`src/rtl/gmii_rx_deframer.sv`:
```
// GMII receive deframer: strips preamble/SFD, forwards DA..payload as {active,data},
// withholds the FCS, and reports CRC/length/rx_er status once per frame.
module gmii_rx_deframer #(
  parameter int MIN_LEN = 64,
  parameter int MAX_LEN = 1518,
  parameter int PRE_MAX = 7
) (
  input  logic        eth_rxck,
  input  logic        rst,
  input  logic [7:0]  gmii_rxd_i,
  input  logic        gmii_rxctl_i,
  input  logic        gmii_rxer_i,
  output logic [8:0]  rxd_o,
  output logic        frame_end_o,
  output logic        frame_ok_o,
  output logic [10:0] frame_len_o,
  output logic [15:0] crc_err_cnt_o
);

  localparam int          PW      = $clog2(PRE_MAX + 1) + 1;
  localparam logic [31:0] POLY    = 32'hEDB8_8320;
  localparam logic [31:0] RESIDUE = 32'hDEBB_20E3;
  localparam logic [10:0] MIN_L   = 11'(MIN_LEN);
  localparam logic [10:0] MAX_L   = 11'(MAX_LEN);
  localparam logic [7:0]  PRE_B   = 8'h55;
  localparam logic [7:0]  SFD_B   = 8'hD5;

  typedef enum logic [2:0] {
    IDLE,
    PRE,
    DATA,
    ENDF,
    DROP
  } state_t;

  state_t          state, state_next;
  logic [PW-1:0]   pre_cnt, pre_next;
  logic            start, beat, close;
  logic [31:0]     crc;
  logic [10:0]     byte_cnt;
  logic            err;
  logic [3:0][7:0] sh;
  logic            crc_good, len_good;

  // Reflected CRC-32, LSB-first, no final inversion.
  function automatic logic [31:0] crc_byte(input logic [31:0] c_in, input logic [7:0] b);
    logic [31:0] c;
    c = c_in;
    for (int unsigned i = 0; i < 8; i++) begin
      if (c[0] ^ b[i]) c = (c >> 1) ^ POLY;
      else             c = c >> 1;
    end
    return c;
  endfunction

  always_ff @(posedge eth_rxck) begin
    if (rst) begin
      state   <= IDLE;
      pre_cnt <= '0;
    end else begin
      state   <= state_next;
      pre_cnt <= pre_next;
    end
  end

  always_comb begin
    state_next = state;
    pre_next   = pre_cnt;
    start      = 1'b0;
    beat       = 1'b0;
    close      = 1'b0;
    case (state)
      // The End cycle decodes exactly like Idle so a preamble can follow immediately.
      IDLE, ENDF: begin
        state_next = IDLE;
        if (gmii_rxctl_i) begin
          if (gmii_rxd_i == PRE_B) begin
            state_next = PRE;
            pre_next   = PW'(1);
          end else begin
            state_next = DROP;
          end
        end
      end
      PRE: begin
        if (!gmii_rxctl_i) begin
          state_next = IDLE;
        end else if (gmii_rxd_i == PRE_B) begin
          if (pre_cnt >= PW'(PRE_MAX)) state_next = DROP;
          else                         pre_next   = pre_cnt + PW'(1);
        end else if (gmii_rxd_i == SFD_B) begin
          state_next = DATA;
          start      = 1'b1;
        end else begin
          state_next = DROP;
        end
      end
      DATA: begin
        if (gmii_rxctl_i) begin
          beat = 1'b1;
        end else begin
          state_next = ENDF;
          close      = 1'b1;
        end
      end
      DROP: begin
        if (!gmii_rxctl_i) state_next = IDLE;
      end
      default: state_next = IDLE;
    endcase
  end

  assign crc_good = (crc == RESIDUE);
  assign len_good = (byte_cnt >= MIN_L) && (byte_cnt <= MAX_L);

  always_ff @(posedge eth_rxck) begin
    if (rst) begin
      rxd_o         <= '0;
      frame_end_o   <= 1'b0;
      frame_ok_o    <= 1'b0;
      frame_len_o   <= '0;
      crc_err_cnt_o <= '0;
      crc           <= '1;
      byte_cnt      <= '0;
      err           <= 1'b0;
      sh            <= '0;
    end else begin
      frame_end_o <= close;
      frame_ok_o  <= close && crc_good && len_good && !err;
      // The four most recent bytes are held back so the FCS never leaves the block.
      rxd_o       <= (beat && byte_cnt >= 11'd4) ? {1'b1, sh[3]} : '0;
      if (close) begin
        frame_len_o <= byte_cnt;
        if (!crc_good && crc_err_cnt_o != '1) crc_err_cnt_o <= crc_err_cnt_o + 16'd1;
      end
      if (start) begin
        crc      <= '1;
        byte_cnt <= '0;
        err      <= 1'b0;
      end
      if (beat) begin
        crc <= crc_byte(crc, gmii_rxd_i);
        if (byte_cnt != '1) byte_cnt <= byte_cnt + 11'd1;
        sh  <= {sh[2:0], gmii_rxd_i};
        err <= err | gmii_rxer_i;
      end
    end
  end

endmodule

```
`config.mk`:
```
export PLATFORM = sky130hd
export DESIGN_NAME = gmii_rx_deframer
export DESIGN_NICKNAME = d
export VERILOG_FILES = /design/src/rtl/gmii_rx_deframer.sv
export SDC_FILE = /design/constraint.sdc
export NUM_CORES = 1
export LEC_CHECK = 0
export CORE_ASPECT_RATIO = 0.9
export CORE_MARGIN = 2
export CORE_UTILIZATION = 35
export CTS_BUF_LIST = sky130_fd_sc_hd__clkbuf_4
export CTS_CLUSTER_SIZE = 14
export DETAILED_ROUTE_END_ITERATION = 7
export SLEW_MARGIN = 20
export SYNTH_ARGS = -nofsm -noshare
export SYNTH_HDL_FRONTEND = slang
export SYNTH_SLANG_ARGS = --single-unit
export TNS_END_PERCENT = 20
```
`constraint.sdc`:
```
create_clock -name eth_rxck -period 2.45 [get_ports eth_rxck]
set_input_delay 0.245 -clock eth_rxck [delete_from_list [all_inputs] [get_ports eth_rxck]]
set_output_delay 0.245 -clock eth_rxck [all_outputs]
set_load 0.02 [all_outputs]
```
==> results_dict.tcl <==
set metrics [dict create \
    run_status "finished, violations left" \
    violations "design-rule violations" \
    timing.hold.ws_ns 0.381 \
    drt_first_iter_violations 347 \
    tightestPinTransition_ns 0.560 \
    via_count_of_the_routed_design 4854 \
    cts_buffers 17 \
    clk_path_buf_depth 2 \
    number_of_violations_of_the_max_capacitance_limit 0 \
    chip_height_um 126 \
    die_width_um 140 \
    synth.net_count 656 \
    fin_crit_sh 0.907 \
    cp_max_fo 28 \
    min_path_cells 3 \
    clock_tree.root_cell "sky130_fd_sc_hd__clkbuf_4" \
    grt_max_degree 46 \
    detail_route.first_pass.iterations 8 \
    grt_pass1_vias 4561 \
    ys_seq_area_frac 0.415 \
    max-slew-margin-rel 0.625 \
    holdCritPathClass "in -> reg" \
    detailedPlacementHpwl_um 10100 \
    timing.clock.skew_ns 0.0148 \
    synthMostInstantiatedCell "sky130_fd_sc_hd__dfxtp_1" \
    worst-endpoint-required_ns 2.86 \
    initial_core_util 0.359 \
    cts.sinks 121 \
    endpoint_kind "flop" \
    synthTopCellsByCount "121 x sky130_fd_sc_hd__dfxtp_1, 118 x sky130_fd_sc_hd__nand2_1, 68 x sky130_fd_sc_hd__a21oi_1" \
    wl_um 14200 \
    number_of_enable_flip_flop_cells_after_synthesis 0 \
    tns_ns 0 \
    report.final.hold_viol_count 0 \
    synth.yosys.warnings 0 \
    drtAntennaViolNets 0 \
    number_of_setup_violations_in_the_final_report 0 \
    synth_flop_cell "sky130_fd_sc_hd__dfxtp_1" \
    post_cts_hold_buffer_count 1 \
    core_um2 16200 \
    synth_area_leaders "sky130_fd_sc_hd__dfxtp_1 42%, sky130_fd_sc_hd__nand2_1 7.6%, sky130_fd_sc_hd__a21oi_1 5.8%, sky130_fd_sc_hd__xnor2_1 4.8%, sky130_fd_sc_hd__xnor3_1 3.9%" \
    critPathMaxStageDelay_ns 0.56 \
    worstSkewPairLatency_ns 0.53 \
    diodes 0 \
    synth_cell_type_count 63 \
    sequence_of_cells_on_the_critical_path "or4bb_1 > nor4_4 > a21bo_4 > or4_1 > a21oi_2" \
    grt.total_usage 0.162 \
    gp_routability_congestion 0.837 \
    first_pass_grt_wire_length_um 23100 \
    drcViolationCount 3 \
    areaGrowthSynthToFinish_pct 19.8 \
    async_reset_ff_frac 0 \
    worst_ep_arrival_time_ns 2.63 \
    slowest_stage "sky130_fd_sc_hd__or4bb_1" \
    tritoncts "yes" \
    filler_instances 1562 \
    area_of_the_mapped_netlist_um2 5830 \
    syn-mean-instance-area_um2 9.11 \
    number_of_cell_instances_on_the_worst_register_to_register_path 5 \
    final_nets 723 \
    synth_largest_area_cell "sky130_fd_sc_hd__dfxtp_1" \
    grt_setup_unrepaired "no" \
    cp-start-kind "flop" \
    grt_overflow_total 0 \
    postSynthCellCount 640 \
    max_freq_mhz 450 \
    io_pins 50 \
    layout-drive-gt1-share 0.144 \
    power.density_nw_per_um2 538 \
    routed_via_density 5.24 \
    antenna_found_initial 0 \
    postCtsSetupBuffers 0 \
    finalCriticalPeriod_ns 2.22 \
    die-area_um2 17700 \
    final_max_slew_viol_count 0 \
    worst_ir_drop_vdd_mv 0.270 \
    cts.reportedPaths.clkPinSlew_ns 0.12 \
    synthDominantCellAreaShare 0.415 \
    std_cell_rows 44 \
    setup.worst_path.class "reg -> reg" \
    cts_repair_resize_count 0 \
    wl_per_cell_um 15.3 \
    static_leakage_power_nw 2.49 \
    yosys_reg_bits 121 \
    maximum_level_of_the_cts_h_tree 4 \
    buffer_ports.inserted 49 \
]
kinds of logic (layout without fill, tap and decap cells):
| logic type | Yosys count | count (layout) | share of synthesized area |
|---|---|---|---|
| xor+xnor | 69 | 69 | 0.153 |
| simple gates | 248 | 248 | 0.220 |
| flops | 121 | 121 | 0.415 |
| fa+ha+maj | 4 | 4 | 0.00858 |
| compound gates | 153 | 153 | 0.167 |
| buf+inv | 45 | 125 | 0.0367 |
sequential cells by signal, summed over array words and instances, names as in the netlist:
name           cells
crc_err_cnt_o     16
frame_end_o        1
err                1
rxd_o              9
crc               32
pre_cnt            4
state              3
frame_ok_o         1
sh                32
byte_cnt          11
frame_len_o       11
routing by layer:
metal  track usage  vias up  routed length [um]
met3        0.0434       17                 672
met2         0.246      123                6320
met4        0.0487        0                 227
met5             0        -                   0
met1         0.226     2312                6980
li1              -     2402                   -
worst max-delay path, delay by kind of cell (launching register included):
family,cells,cell delay [ns]
DFF,1,0.43
AOI/OAI and AO/OA,2,0.44
and+or+nand+nor,3,1.21
cell usage in the layout, fill, tap and decap left out, types with 11 or more instances in the layout:
cell type                         Yosys  routed
sky130_fd_sc_hd__a21oi_1             68      68
sky130_fd_sc_hd__buf_4                2      37
sky130_fd_sc_hd__clkbuf_4             0      17
sky130_fd_sc_hd__clkdlybuf4s50_1      0      48
sky130_fd_sc_hd__dfxtp_1            121     121
sky130_fd_sc_hd__nand2_1            118     118
sky130_fd_sc_hd__nand3_1             14      14
sky130_fd_sc_hd__nor2_1              32      32
sky130_fd_sc_hd__o21ai_0             15      15
sky130_fd_sc_hd__o22ai_1             11      11
sky130_fd_sc_hd__or4_1               12      12
sky130_fd_sc_hd__xnor2_1             32      32
sky130_fd_sc_hd__xor2_1              12      12
power by group:
| part | switching [mW] | internal, mW |
|---|---|---|
| sequential | 0.00307 | 1.97 |
| clock | 0.815 | 0.602 |
| combinational | 0.175 | 0.195 |
| total | 0.994 | 2.76 |
path summary, 6_finish.rpt:
path	from	endpoint	slack [ns]
min reg2reg	sh[14]$_SDFFE_PP0N_	sh[22]$_SDFFE_PP0N_	0.45
max	crc[23]$_SDFFE_PP1P_	crc_err_cnt_o[9]$_SDFFE_PP0P_	0.23
max reg2reg	crc[23]$_SDFFE_PP1P_	crc_err_cnt_o[9]$_SDFFE_PP0P_	0.23
min	gmii_rxd_i[3]	sh[3]$_SDFFE_PP0N_	0.38
layout make-up:
cell class / instances / area [um2] / share of cell area
Timing Repair Buffer: 88 / 793 / 0.113
Multi-Input combinational cell: 474 / 3220 / 0.460
Inverter: 5 / 18.8 / 0.00269
Tap cell: 207 / 259 / 0.0371
Clock inverter: 15 / 153 / 0.0218
Clock buffer: 17 / 128 / 0.0183
Sequential cell: 121 / 2420 / 0.347
metrics by stage:
stage               setup slack (ns)  std cells  cell area, um2  utilization  total power, mW
finish                         0.228        927            6990        0.430             3.76
floorplan                      0.405        640            5830            -             2.28
global route                   0.165        927            6990        0.430             3.92
global placement               0.120        894            6700        0.412             2.38
CTS                            0.289        927            6990        0.430             3.80
detailed placement            0.0742        894            6700        0.412             2.38
Power figures use the tool's default switching activity.
